File: src/rtl/io_pkg.sv
// rtl/io_pkg.sv - shared widths and state encoding for the io readback engine
package io_pkg;

   localparam int IO_ADDR_WIDTH = 8;
   localparam int IO_DATA_WIDTH = 8;

   localparam logic [2:0] IO_RB_IDLE    = 3'd0;
   localparam logic [2:0] IO_RB_ISSUE   = 3'd1;
   localparam logic [2:0] IO_RB_WAIT    = 3'd2;
   localparam logic [2:0] IO_RB_PRESENT = 3'd3;
   localparam logic [2:0] IO_RB_DONE    = 3'd4;

   typedef enum logic [2:0] {
      ST_IDLE    = IO_RB_IDLE,
      ST_ISSUE   = IO_RB_ISSUE,
      ST_WAIT    = IO_RB_WAIT,
      ST_PRESENT = IO_RB_PRESENT,
      ST_DONE    = IO_RB_DONE
   } io_rb_state_e;

endpackage

File: src/rtl/io_readback_if.sv
// rtl/io_readback_if.sv - control, RAM read port and output stream of io_readback
interface io_readback_if
   import io_pkg::*;
#(
   parameter int ADDR_WIDTH = IO_ADDR_WIDTH,
   parameter int DATA_WIDTH = IO_DATA_WIDTH
);

   logic                  start;
   logic [ADDR_WIDTH-1:0] start_addr;
   logic [ADDR_WIDTH:0]   length;
   logic                  read_enable;
   logic [ADDR_WIDTH-1:0] address;
   logic [DATA_WIDTH-1:0] data_from_ram;
   logic [DATA_WIDTH-1:0] data_out;
   logic                  data_valid;
   logic                  data_ready;
   logic                  busy;
   logic                  done;
   logic [DATA_WIDTH-1:0] checksum;

   // engine side
   modport slave (
      input  start, start_addr, length, data_from_ram, data_ready,
      output read_enable, address, data_out, data_valid, busy, done, checksum
   );

   // controller / RAM / consumer side
   modport master (
      output start, start_addr, length, data_from_ram, data_ready,
      input  read_enable, address, data_out, data_valid, busy, done, checksum
   );

endinterface

File: src/rtl/io_checksum.sv
// rtl/io_checksum.sv - modular byte-sum accumulator with synchronous clear
module io_checksum #(
   parameter int DATA_WIDTH = 8
) (
   input  logic                  clock,
   input  logic                  reset,
   input  logic                  clear_i,
   input  logic                  enable_i,
   input  logic [DATA_WIDTH-1:0] data_i,
   output logic [DATA_WIDTH-1:0] sum_o
);

   logic [DATA_WIDTH-1:0] sum_q;
   logic [DATA_WIDTH-1:0] sum_d;

   // clear wins over accumulate; the sum wraps naturally at DATA_WIDTH bits
   always_comb begin
      sum_d = sum_q;
      if (clear_i) begin
         sum_d = '0;
      end else if (enable_i) begin
         sum_d = sum_q + data_i;
      end
   end

   // accumulator register
   always_ff @(posedge clock or posedge reset) begin
      if (reset) begin
         sum_q <= '0;
      end else begin
         sum_q <= sum_d;
      end
   end

   assign sum_o = sum_q;

endmodule

File: src/rtl/io_readback.sv
// rtl/io_readback.sv - RAM-to-stream read-out engine; IO_READBACK_CHECKSUM_EN adds a byte checksum
module io_readback
   import io_pkg::*;
#(
   parameter int ADDR_WIDTH   = IO_ADDR_WIDTH,
   parameter int DATA_WIDTH   = IO_DATA_WIDTH,
   parameter int READ_LATENCY = 1
) (
   input  logic         clock,
   input  logic         reset,
   io_readback_if.slave bus
);

   // READ_LATENCY is 1 or 2, so a two-bit wait counter always suffices
   localparam logic [1:0]          WAIT_LAST = 2'(READ_LATENCY - 1);
   localparam logic [ADDR_WIDTH:0] REM_LAST  = (ADDR_WIDTH + 1)'(1);

   io_rb_state_e          state_q, state_d;
   logic [ADDR_WIDTH-1:0] addr_q, addr_d;
   logic [ADDR_WIDTH:0]   remaining_q, remaining_d;
   logic [1:0]            wait_cnt_q, wait_cnt_d;
   logic [DATA_WIDTH-1:0] data_q, data_d;
   logic                  read_enable_q, read_enable_d;
   logic                  data_valid_q, data_valid_d;
   logic                  busy_q, busy_d;
   logic                  done_q, done_d;
   logic [DATA_WIDTH-1:0] checksum_w;

   logic handshake;
   logic start_accept;

   // data_valid_q is high exactly while in PRESENT
   assign handshake    = data_valid_q && bus.data_ready;
   assign start_accept = (state_q == ST_IDLE) && bus.start;

   // next-state, counters and the next value of every registered output
   always_comb begin
      state_d     = state_q;
      addr_d      = addr_q;
      remaining_d = remaining_q;
      wait_cnt_d  = wait_cnt_q;
      data_d      = data_q;

      case (state_q)
         ST_IDLE: begin
            if (start_accept) begin
               if (bus.length == '0) begin
                  state_d = ST_DONE;
               end else begin
                  addr_d      = bus.start_addr;
                  remaining_d = bus.length;
                  state_d     = ST_ISSUE;
               end
            end
         end
         ST_ISSUE: begin
            wait_cnt_d = '0;
            state_d    = ST_WAIT;
         end
         ST_WAIT: begin
            if (wait_cnt_q == WAIT_LAST) begin
               data_d  = bus.data_from_ram;
               state_d = ST_PRESENT;
            end else begin
               wait_cnt_d = wait_cnt_q + 2'd1;
            end
         end
         ST_PRESENT: begin
            if (handshake) begin
               remaining_d = remaining_q - REM_LAST;
               if (remaining_q == REM_LAST) begin
                  state_d = ST_DONE;
               end else begin
                  addr_d  = addr_q + ADDR_WIDTH'(1);
                  state_d = ST_ISSUE;
               end
            end
         end
         ST_DONE: begin
            state_d = ST_IDLE;
         end
         default: begin
            state_d = ST_IDLE;
         end
      endcase

      // outputs are registered, so they are decoded from the state being entered
      read_enable_d = (state_d == ST_ISSUE);
      data_valid_d  = (state_d == ST_PRESENT);
      busy_d        = (state_d != ST_IDLE);
      done_d        = (state_d == ST_DONE);
   end

   // state, counters and output registers; reset aborts any transfer at once
   always_ff @(posedge clock or posedge reset) begin
      if (reset) begin
         state_q       <= ST_IDLE;
         addr_q        <= '0;
         remaining_q   <= '0;
         wait_cnt_q    <= '0;
         data_q        <= '0;
         read_enable_q <= 1'b0;
         data_valid_q  <= 1'b0;
         busy_q        <= 1'b0;
         done_q        <= 1'b0;
      end else begin
         state_q       <= state_d;
         addr_q        <= addr_d;
         remaining_q   <= remaining_d;
         wait_cnt_q    <= wait_cnt_d;
         data_q        <= data_d;
         read_enable_q <= read_enable_d;
         data_valid_q  <= data_valid_d;
         busy_q        <= busy_d;
         done_q        <= done_d;
      end
   end

`ifdef IO_READBACK_CHECKSUM_EN
   io_checksum #(
      .DATA_WIDTH (DATA_WIDTH)
   ) u_checksum (
      .clock    (clock),
      .reset    (reset),
      .clear_i  (start_accept),
      .enable_i (handshake),
      .data_i   (data_q),
      .sum_o    (checksum_w)
   );
`else
   assign checksum_w = '0;
`endif

   // the address counter doubles as the RAM address, so it holds between reads
   assign bus.read_enable = read_enable_q;
   assign bus.address     = addr_q;
   assign bus.data_out    = data_q;
   assign bus.data_valid  = data_valid_q;
   assign bus.busy        = busy_q;
   assign bus.done        = done_q;
   assign bus.checksum    = checksum_w;

endmodule

File: src/flat_wrapper.sv
// flat-port wrapper written by rule: the top's interface ports become plain ports
module io_readback_flat import io_pkg::*;
#(
   parameter int ADDR_WIDTH   = IO_ADDR_WIDTH,
   parameter int DATA_WIDTH   = IO_DATA_WIDTH,
   parameter int READ_LATENCY = 1
)
  (clock, reset, bus_start, bus_start_addr, bus_length, bus_data_from_ram, bus_data_ready, bus_read_enable, bus_address, bus_data_out, bus_data_valid, bus_busy, bus_done, bus_checksum);
  io_readback_if #(.ADDR_WIDTH(ADDR_WIDTH), .DATA_WIDTH(DATA_WIDTH)) bus_i ();
  input  logic clock;
  input  logic reset;
  input wire logic [$bits(bus_i.start)-1:0] bus_start;
  input wire logic [$bits(bus_i.start_addr)-1:0] bus_start_addr;
  input wire logic [$bits(bus_i.length)-1:0] bus_length;
  input wire logic [$bits(bus_i.data_from_ram)-1:0] bus_data_from_ram;
  input wire logic [$bits(bus_i.data_ready)-1:0] bus_data_ready;
  output wire logic [$bits(bus_i.read_enable)-1:0] bus_read_enable;
  output wire logic [$bits(bus_i.address)-1:0] bus_address;
  output wire logic [$bits(bus_i.data_out)-1:0] bus_data_out;
  output wire logic [$bits(bus_i.data_valid)-1:0] bus_data_valid;
  output wire logic [$bits(bus_i.busy)-1:0] bus_busy;
  output wire logic [$bits(bus_i.done)-1:0] bus_done;
  output wire logic [$bits(bus_i.checksum)-1:0] bus_checksum;
  assign bus_i.start = bus_start;
  assign bus_i.start_addr = bus_start_addr;
  assign bus_i.length = bus_length;
  assign bus_i.data_from_ram = bus_data_from_ram;
  assign bus_i.data_ready = bus_data_ready;
  assign bus_read_enable = bus_i.read_enable;
  assign bus_address = bus_i.address;
  assign bus_data_out = bus_i.data_out;
  assign bus_data_valid = bus_i.data_valid;
  assign bus_busy = bus_i.busy;
  assign bus_done = bus_i.done;
  assign bus_checksum = bus_i.checksum;
  io_readback #(.ADDR_WIDTH(ADDR_WIDTH), .DATA_WIDTH(DATA_WIDTH), .READ_LATENCY(READ_LATENCY)) u_core (.clock(clock), .reset(reset), .bus(bus_i));
endmodule
File: config.mk
export PLATFORM = sky130hd
export DESIGN_NAME = io_readback_flat
export DESIGN_NICKNAME = d
export VERILOG_FILES = /design/src/rtl/io_pkg.sv /design/src/rtl/io_readback_if.sv /design/src/rtl/io_checksum.sv /design/src/rtl/io_readback.sv /design/src/flat_wrapper.sv
export SDC_FILE = /design/constraint.sdc
export NUM_CORES = 1
export LEC_CHECK = 0
export BUFFER_PORTS_ARGS = -buffer_cell sky130_fd_sc_hd__buf_2
export CORE_ASPECT_RATIO = 2
export CORE_UTILIZATION = 51
export CTS_CLUSTER_DIAMETER = 30
export DETAILED_ROUTE_END_ITERATION = 6
export PLACE_DENSITY = 0.84
export RECOVER_POWER = 50
export SLEW_MARGIN = 20
export SYNTH_ARGS = -nofsm -noshare
export SYNTH_HDL_FRONTEND = slang
export SYNTH_HIERARCHICAL = 1
export SYNTH_SLANG_ARGS = --single-unit
File: constraint.sdc
create_clock -name clock -period 2.3 [get_ports clock]
set_input_delay 0.46 -clock clock [delete_from_list [all_inputs] [get_ports clock]]
set_output_delay 0.46 -clock clock [all_outputs]
set_load 0.03 [all_outputs]
==> Yosys cells after proc, flatten, opt, wreduce, memory -nomap -nowiden <==
Cells that the tools add are included.
{ "totals": {"regBits": 34, "output_inout_bits": 28, "elab_cells": 53} }
{ "classes": {"n_reduce_logical": 12, "muxes": 17, "add_sub_neg": 3, "n_eq_ne": 12} }
{ "op_table": {"columns": ["op", "n"], "rows": [
  ["$mux 8", 4],
  ["$mux 9", 3],
  ["$pmux 9 s2", 1],
  ["$pmux 8 s2", 1],
  ["$mux 3", 5],
  ["$pmux 3 s4", 1],
  ["$eq 3x2->1 const B", 3],
  ["$eq 9x1->1 const B", 1],
  ["$logic_not 9->1", 1],
  ["$sub 9x1->9 const B", 1],
  ["$add 8x1->8 const B", 1],
  ["$eq 3x1->1 const B", 2],
  ["$ne 2x2->1 const B", 3],
  ["$reduce_and 5->1", 1],
  ["$ne 2x1->1 const B", 2],
  ["$pmux 2 s2", 1],
  ["$reduce_and 2->1", 2],
  ["$reduce_and 4->1", 1],
  ["$reduce_bool 2->1", 2],
  ["$eq 3x3->1 const B", 1],
  ["$logic_not 3->1", 1],
  ["$reduce_bool 3->1", 1],
  ["$add 2x1->2 const B", 1],
  ["$logic_and 1x1->1", 2],
  ["other kinds (2)", 2]
]} }

==> Depth between registers and ports, before layout <==
Gate-level depths: netlist (run 1).
{ "depth": {"depth_word": 5, "mapped_depth": 8, "mapped_depth_nobuf": 8} }

==> Worst setup path after synthesis (run 1) <==
OpenSTA, ideal clock, no wires.
{ "synth_timing": {"path_kind": "in2reg", "from": "in bus_length[2]", "to": "reg u_core.remaining_q[0]", "arrival_time_ps": 1598, "path_stages": 6, "setup_ps": 121, "path_slack_ps": 581, "required_time_ps": 2179, "path_cell_list": "nor4_4 > nand3_2 > a21o_1 > buf_4 > buf_2 > a22o_1"} }
{ "synth_via": {"elab_chain_len": 3} }
{ "synth_rtl": {"columns": ["element", "line", "rtl"], "rows": [
  ["start, declared", "flat_wrapper.sv:14", "input wire logic [$bits(bus_i.length)-1:0] bus_length;"],
  ["$logic_not 9->1", "io_readback.sv:47", "if (bus.length == '0) begin"],
  ["$ne 2x2->1 (no source line)", null, null],
  ["$reduce_and 4->1 (no source line)", null, null],
  ["end signal, assigned", "io_readback.sv:109", "remaining_q <= remaining_d;"],
  ["end, declared", "io_readback.sv:20", "logic [ADDR_WIDTH:0] remaining_q, remaining_d;"]
]} }
Every way passes these cells.
A chain may end at the register's enable or synchronous reset.

==> Worst setup path in the final report (run 1) <==
{ "layout_timing": {"from": "reg u_core.state_q[1]", "to": "reg u_core.remaining_q[0]"} }
{ "layout_via": {"elab_chain_len": 4, "elab_cells_between_ends": 9, "cone_classes": "eq/ne (4); mux (1); reduce/logical (4)"} }
{ "layout_rtl": {"columns": ["element", "line", "rtl"], "rows": [
  ["start, declared", "io_readback.sv:18", "io_rb_state_e state_q, state_d;"],
  ["start signal, assigned", "io_readback.sv:107", "state_q <= state_d;"],
  ["$logic_not 3->1", "io_readback.sv:34, io_readback.sv:44", null],
  ["$logic_and 1x1->1", "io_readback.sv:34", "assign start_accept = (state_q == ST_IDLE) && bus.start;"],
  ["$ne 2x1->1 (no source line)", null, null],
  ["$reduce_and 4->1 (no source line)", null, null]
]} }
Several ways; a longest one is shown, not always the timed one.

==> insert_results.sql, run 1 <==
INSERT INTO impl_metrics (metric_group, metric, value, unit) VALUES
('sta', 'fin_setup_tns', '0', 'ns'),
('pwr', 'comb_power_share', '48.9', '%'),
('run_status', 'run_status', 'completed', ''),
('worst_setup_path', 'startpoint', 'u_core/state_q[1]$_DFF_PP0_', ''),
('logic_synthesis', 'ys_warn_count', '6', ''),
('finish', 'num_antenna_cells', '0', ''),
('worst_setup_path', 'worst_setup_path_end_kind', 'flip-flop', ''),
('worst_setup_path', 'crit-reg2reg-launch', 'u_core/state_q[1]$_DFF_PP0_', ''),
('floorplan', 'die_h', '88.96', 'um'),
('grt', 'global_route_wire_length_before_repair', '6.741', 'mm'),
('logic_synthesis', 'syn-cell-area', '0.001928', 'mm^2'),
('routing', 'routed_via_density', '5.622', ''),
('floorplan', 'floorplan_die_width', '45.48', 'um'),
('logic_synthesis', 'post_synth_main_area_contributors', 'dfrtp_1 44%, o21ai_0 5.2%, mux2_2 4.7%, a21oi_1 4.2%, buf_4 3.9%', ''),
('cts', 'cts-hold-fix-buffers', '0', ''),
('logic_synthesis', 'syn_inst', '208', ''),
('grt', 'grtUsageTotal', '23.01', '%'),
('logic_synthesis', 'synth-simple-area-share', '20.57', '%'),
('logic_synthesis', 'synth.ff_latch_count', '34', ''),
('routing', 'first_pass_iters', '4', ''),
('worst_setup_path', 'setup.reg_to_reg.worst_slack', '0.33', 'ns'),
('finish', 'stdcell_area', '0.002323', 'mm^2'),
('floorplan', 'fp.dieArea', '0.004045', 'mm^2'),
('worst_setup_path', 'endpoint', 'u_core/remaining_q[0]$_DFFE_PP0P_', ''),
('cts', 'clock_path_buffers', '2', ''),
('logic_synthesis', 'proportion_of_register_bits_with_asynchronous_set_or_reset_after_synthesis', '100.0', '%'),
('cts', 'cts_post_setup_buffers_inserted', '0', ''),
('logic_synthesis', 'synth_compound_area_share', '19.53', '%'),
('worst_setup_path', 'setup.worst_path.start_class', 'flip-flop', ''),
('hold_path', 'holdCritPathClass', 'in2async', ''),
('grt', 'grt_start_max_net_pins', '35', ''),
('sta', 'timing.final.crit_period', '1.973', 'ns'),
('cts', 'clock_latency', '0.29', 'ns'),
('floorplan', 'num_io_pins', '57', ''),
('routing', 'remaining_drc_errors', '0', ''),
('sta', 'worstMarginPinSlew', '0.6290', 'ns'),
('logic_synthesis', 'synth.top_cell.area_share', '44.13', '%'),
('finish', 'finish.net_count', '290', ''),
('pwr', 'p_switching', '0.001556', 'W'),
('cts', 'cts.repair.resized', '0', ''),
('placed_design', 'place_ws', '0.3495', 'ns'),
('placed_design', 'finalWeightedCongestion', '0.8695', ''),
('sta', 'hold_viol', '0', ''),
('grt', 'grt_antenna_before_repair', '0', ''),
('logic_synthesis', 'synth-adder-area-share', '2.596', '%'),
('worst_setup_path', 'worstSetupPathType', 'reg2reg', ''),
('logic_synthesis', 'synthMostInstantiatedCell', 'dfrtp_1', ''),
('worst_setup_path', 'timing.critical_path.slowest_cell_delay', '0.49', 'ns'),
('logic_synthesis', 'muxShareOfSynthArea', '5.711', '%'),
('sta', 'setup_viol_count_final', '0', ''),
('grt', 'grt_pass1_vias', '1588', ''),
('pwr', 'p_sw_share', '44.70', '%'),
('floorplan', 'core', '0.003607', 'mm^2'),
('placed_design', 'dpl.hpwl', '3.144', 'mm'),
('pwr', 'power.share.clock', '19.2', '%'),
('worst_setup_path', 'critPathArrivalTime', '2.16', 'ns'),
('worst_setup_path', 'critical_path_cell_sequence', 'nor3_1 > and2_1 > a21o_1 > nand2_1 > a22o_1', ''),
('sta', 'grt_setup_unrepaired', 'false', ''),
('pwr', 'peakVddDrop', '0.8825', 'mV'),
('sta', 'post-route-period-util', '85.77', '%'),
('logic_synthesis', 'yosys-top-cells-count', '34 x dfrtp_1, 20 x o21ai_0, 19 x nand2_1', ''),
('logic_synthesis', 'avgSynthCellArea', '9.270', 'um^2'),
('sta', 'timing.final.max_slew_violations', '0', ''),
('routing', 'drt_iter0_markers', '61', ''),
('routing', 'route.final.wire_length', '4.214', 'mm'),
('routing', 'detailroute.via_count', '1726', ''),
('routing', 'routedWlPerCell', '13.73', 'um'),
('finish', 'layout-area-overhead-vs-synth', '20.51', '%'),
('pwr', 'pwr_density_cell', '1499', 'mW/mm^2'),
('cts', 'cts_root_buf', 'clkbuf_8', ''),
('logic_synthesis', 'synth_area_leader_cell', 'dfrtp_1', '');
[power by group through the flow]
stage | Sequential [W] | Combinational (W) | Clock (W)
2_1_floorplan | 0.00137 | 0.00100 | 0
3_3_place_gp | 0.00111 | 0.00168 | 0
3_5_place_dp | 0.00112 | 0.00171 | 0
4_1_cts | 0.00111 | 0.00172 | 0.000677
5_1_grt | 0.00114 | 0.00188 | 0.000694
6_report | 0.00111 | 0.00170 | 0.000668
[layer usage]
metal / GRT usage (%) / wire length, um / vias up
li1: - / - / 830
met1: 25.72 / 1591 / 835
met2: 38.44 / 2348 / 50
met3: 4.646 / 156 / 11
met4: 14.05 / 117 / 0
met5: 0 / 0 / -
[area by class of cell]
class                      count  area [um^2]
clock buffer                   5        68.82
timing repair buffer          53        280.3
fill                         326         1284
multi-input combinational    155        963.4
clock inverter                 3        68.82
sequential                    34        850.8
inverter                       8        30.03
tap                           49        61.31
[registers in the layout, summed over array words and instances (netlist names)]
register	flops
u_core/state_q	3
u_core/bus.data_valid	1
u_core/remaining_q	9
u_core/bus.read_enable	1
u_core/bus.data_out	8
u_core/wait_cnt_q	2
u_core/bus.address	8
u_core/bus.done	1
u_core/bus.busy	1
[logic make-up after synthesis]
logic type	Yosys count
other	1
AOI/OAI and AO/OA	61
and+or+nand+nor	72
buffers and inverters	26
adders and majority gates	4
DFF	34
muxes	10
[worst max-delay path, delay by kind of cell, from the launching register on]
kind             cells  cell delay [ns]
AO/OA/AOI/OAI        2             0.71
flip-flops           1             0.49
AND/OR/NAND/NOR      3             0.65
[through the flow]
step / hold WS, ns / utilization [%] / total power (W)
final: 0.2451 / 64.41 / 0.003482
after global routing: 0.2975 / 64.41 / 0.003720
after CTS: 0.2564 / 64.69 / 0.003498
after detailed placement: 0.4701 / 60.87 / 0.002830
after global placement: 0.4646 / 60.87 / 0.002786
after floorplan: 0.4497 / - / 0.002370
[worst min-delay path by stage]
stage | startpoint | to | slack, ns | depth (start not counted)
floorplan | u_core/wait_cnt_q[0]$_DFFE_PP0P_ | u_core/wait_cnt_q[0]$_DFFE_PP0P_ | 0.45 | 2
global placement | u_core/wait_cnt_q[0]$_DFFE_PP0P_ | u_core/wait_cnt_q[0]$_DFFE_PP0P_ | 0.46 | 2
detailed placement | u_core/wait_cnt_q[0]$_DFFE_PP0P_ | u_core/wait_cnt_q[0]$_DFFE_PP0P_ | 0.47 | 2
CTS | reset | u_core/bus.data_out[3]$_DFFE_PP0P_ | 0.26 | 3
global route | reset | u_core/bus.data_out[3]$_DFFE_PP0P_ | 0.30 | 3
finish | reset | u_core/bus.data_out[3]$_DFFE_PP0P_ | 0.25 | 3
[cell usage in the layout (no fill, tap or decap), drive strengths merged, types with 8 or more instances in the layout]
cell type / instances
nor2: 16
clkbuf: 11
dfrtp: 34
buf: 47
o21ai: 20
conb: 8
a21oi: 17
inv: 8
nand2: 19
mux2: 8
nand3: 8
nor3: 9
(Power assumes the default switching activity.)
==> inputs of run 2 (changes only) <==
- PLACE_DENSITY: 0.84 -> 0.78
==> run 2 against run 1 <==
  * Clock power down 18%
  * Die area stayed put
  * Routed wire length decreased by 0.57%
  * Clock skew up 0.0037 ns
  * Critical path depth unchanged
  * Setup slack better by 0.040 ns
  * First-iteration DRC count fell by 25%
  * Via count down 1.7%
  * Non-clock buffer count up 1
  * Critical endpoint unchanged
==> insert_results.sql, run 2 (synthesis results as in run 1) <==
INSERT INTO impl_metrics (metric_group, metric, value, unit) VALUES
('grt', 'grt_start_max_net_pins', '35', ''),
('finish', 'drive_above_1_share', '27.52', '%'),
('pwr', 'p_switching', '0.001522', 'W'),
('cts', 'cts_root_buf', 'clkbuf_8', ''),
('placed_design', 'dpl_cell_area', '0.002203', 'mm^2'),
('worst_setup_path', 'worstSetupPathType', 'reg2reg', ''),
('finish', 'layout-area-overhead-vs-synth', '19.53', '%'),
('grt', 'grt_antenna_before_repair', '0', ''),
('routing', 'first_pass_iters', '4', ''),
('cts', 'cts_htree_levels', '2', ''),
('sta', 'worst_clock_skew', '0.006728', 'ns'),
('pwr', 'pwr_density_cell', '1463', 'mW/mm^2'),
('cts', 'cts-hold-fix-buffers', '0', ''),
('floorplan', 'num_io_pins', '57', ''),
('sta', 'timing.final.max_slew_violations', '0', ''),
('cts', 'cts_buffers', '5', ''),
('pwr', 'power.share.clock', '16.3', '%'),
('worst_setup_path', 'timing.critical_path.slowest_cell_delay', '0.49', 'ns'),
('routing', 'routed_via_density', '5.524', ''),
('cts', 'tritoncts', 'done', ''),
('floorplan', 'fp.dieArea', '0.004045', 'mm^2'),
('finish', 'multiInputGateArea', '963.4', 'um^2'),
('cts', 'cts.repair.resized', '0', ''),
('floorplan', 'rows', '31', ''),
('cts', 'clock_sinks', '34', ''),
('finish', 'largest_register_ff_count', '9', ''),
('cts', 'clock_path_buffers', '2', ''),
('grt', 'global_route_wire_length_before_repair', '6.748', 'mm'),
('grt', 'grt_pass1_vias', '1545', ''),
('flow_run', 'max-cap-violations', '0', ''),
('routing', 'route.antenna.remaining_nets', '0', ''),
('floorplan', 'core', '0.003607', 'mm^2'),
('placed_design', 'finalWeightedCongestion', '0.8214', ''),
('cts', 'cts.reportedPaths.clkPinSlew', '0.07', 'ns'),
('sta', 'grt_setup_unrepaired', 'false', ''),
('placed_design', 'io_buffer_count', '48', ''),
('sta', 'worstMarginPinSlew', '0.8412', 'ns'),
('sta', 'hold_viol', '0', ''),
('sta', 'post-route-period-util', '84.01', '%'),
('finish', 'register_area', '850.8', 'um^2'),
('floorplan', 'floorplan_die_width', '45.48', 'um'),
('routing', 'drt_iter0_markers', '46', ''),
('pwr', 'peakVddDrop', '0.9580', 'mV'),
('worst_setup_path', 'timing.critical_path.fanout_max', '18', ''),
('sta', 'fin_setup_tns', '0', 'ns'),
('worst_setup_path', 'worst_setup_path_end_kind', 'flip-flop', ''),
('grt', 'globalRoute.totalOverflow', '0', ''),
('run_status', 'run_status', 'completed', ''),
('sta', 'slew-limit-headroom', '43.92', '%'),
('routing', 'routedWlPerCell', '13.65', 'um'),
('routing', 'detailroute.via_count', '1696', ''),
('pwr', 'comb_power_share', '51.0', '%'),
('pwr', 'leakage', '1.042', 'nW'),
('worst_setup_path', 'critical_path_cell_sequence', 'nor3_1 > and2_1 > a21o_1 > nand2_1 > a22o_1', ''),
('pwr', 'p_seq_share', '32.7', '%'),
('finish', 'finish.net_count', '291', ''),
('sta', 'max_freq', '517.5', 'MHz'),
('floorplan', 'die_h', '88.96', 'um'),
('worst_setup_path', 'crit-reg2reg-launch', 'u_core/state_q[1]$_DFF_PP0_', ''),
('sta', 'setup_viol_count_final', '0', ''),
('sta', 'timing.final.crit_period', '1.932', 'ns'),
('finish', 'top_register', 'u_core/remaining_q', ''),
('finish', 'layout.cells.most_common_list', '41 x buf_2, 34 x dfrtp_1, 20 x o21ai_0', ''),
('routing', 'remaining_drc_errors', '0', ''),
('finish', 'mostFrequentLayoutCell', 'buf_2', ''),
('pwr', 'power.internal', '0.001849', 'W'),
('finish', 'num_antenna_cells', '0', ''),
('pwr', 'p_sw_share', '45.15', '%'),
('worst_setup_path', 'critical-path-slowest-cell', 'dfrtp_1', ''),
('worst_setup_path', 'startpoint', 'u_core/state_q[1]$_DFF_PP0_', ''),
('worst_setup_path', 'worst_ep_required_time', '2.47', 'ns'),
('cts', 'clock_latency', '0.28', 'ns'),
('cts', 'cts_post_setup_buffers_inserted', '0', ''),
('finish', 'num-fill-cells', '326', ''),
('floorplan', 'start_util', '53.45', '%'),
('routing', 'route.final.wire_length', '4.190', 'mm'),
('placed_design', 'dpl.hpwl', '3.087', 'mm'),
('hold_path', 'holdCritPathClass', 'in2async', ''),
('finish', 'stdcell_area', '0.002305', 'mm^2'),
('worst_setup_path', 'critPathArrivalTime', '2.10', 'ns'),
('grt', 'grtUsageTotal', '22.96', '%'),
('worst_setup_path', 'setup.worst_path.start_class', 'flip-flop', '');
-- run 2: cell type report --
cell class	instances	share of cell area [%]
multi-input cells	155	41.80
flip-flops and latches	34	36.92
well taps	49	2.660
clock inverters	1	1.303
inverters	8	1.303
clock buffers	6	3.583
repair buffers	54	12.43
-- run 2: worst paths after layout --
kind	slack, ns	cells past startpoint	to
setup reg to reg	0.37	5	u_core/remaining_q[0]$_DFFE_PP0P_
max in group asynchronous	1.36	3	u_core/remaining_q[4]$_DFFE_PP0P_
setup / recovery	0.37	5	u_core/remaining_q[0]$_DFFE_PP0P_
hold / removal	0.42	3	u_core/bus.data_out[4]$_DFFE_PP0P_
hold reg to reg	0.49	2	u_core/wait_cnt_q[0]$_DFFE_PP0P_
min in group clock	0.42	2	u_core/bus.data_out[5]$_DFFE_PP0P_
-- run 2: through the flow --
stage / setup WS [ns] / hold WS (ns) / std cells / utilization, % / power, W
floorplan: 0.5809 / 0.4497 / 215 / - / 0.002370
global placement: 0.4009 / 0.4627 / 300 / 61.08 / 0.002809
global route: 0.1453 / 0.4173 / 307 / 63.89 / 0.003619
detailed placement: 0.3298 / 0.4808 / 300 / 61.08 / 0.002839
finish: 0.3678 / 0.4170 / 307 / 63.89 / 0.003371
CTS: 0.4002 / 0.2748 / 307 / 64.20 / 0.003403
-- run 2: worst max-delay path, delay by kind of cell (launching register included) --
family	cells	cell delay [ns]
flops	1	0.49
compound gates	2	0.73
simple gates	3	0.60
-- run 2: power groups by stage --
stage / logic [W] / clock network, W / registers [W]
floorplan: 0.00100 / 0 / 0.00137
global placement: 0.00171 / 0 / 0.00110
detailed placement: 0.00173 / 0 / 0.00111
CTS: 0.00174 / 0.000565 / 0.00110
global route: 0.00190 / 0.000581 / 0.00114
finish: 0.00172 / 0.000549 / 0.00110
-- run 2: layer usage --
layer	up-vias	global-route usage (%)	part of all wire, %
met5	-	0	0
met4	0	9.917	2.1
met2	44	40.91	57
met1	814	26.08	38
met3	7	3.030	2.8
li1	831	-	-
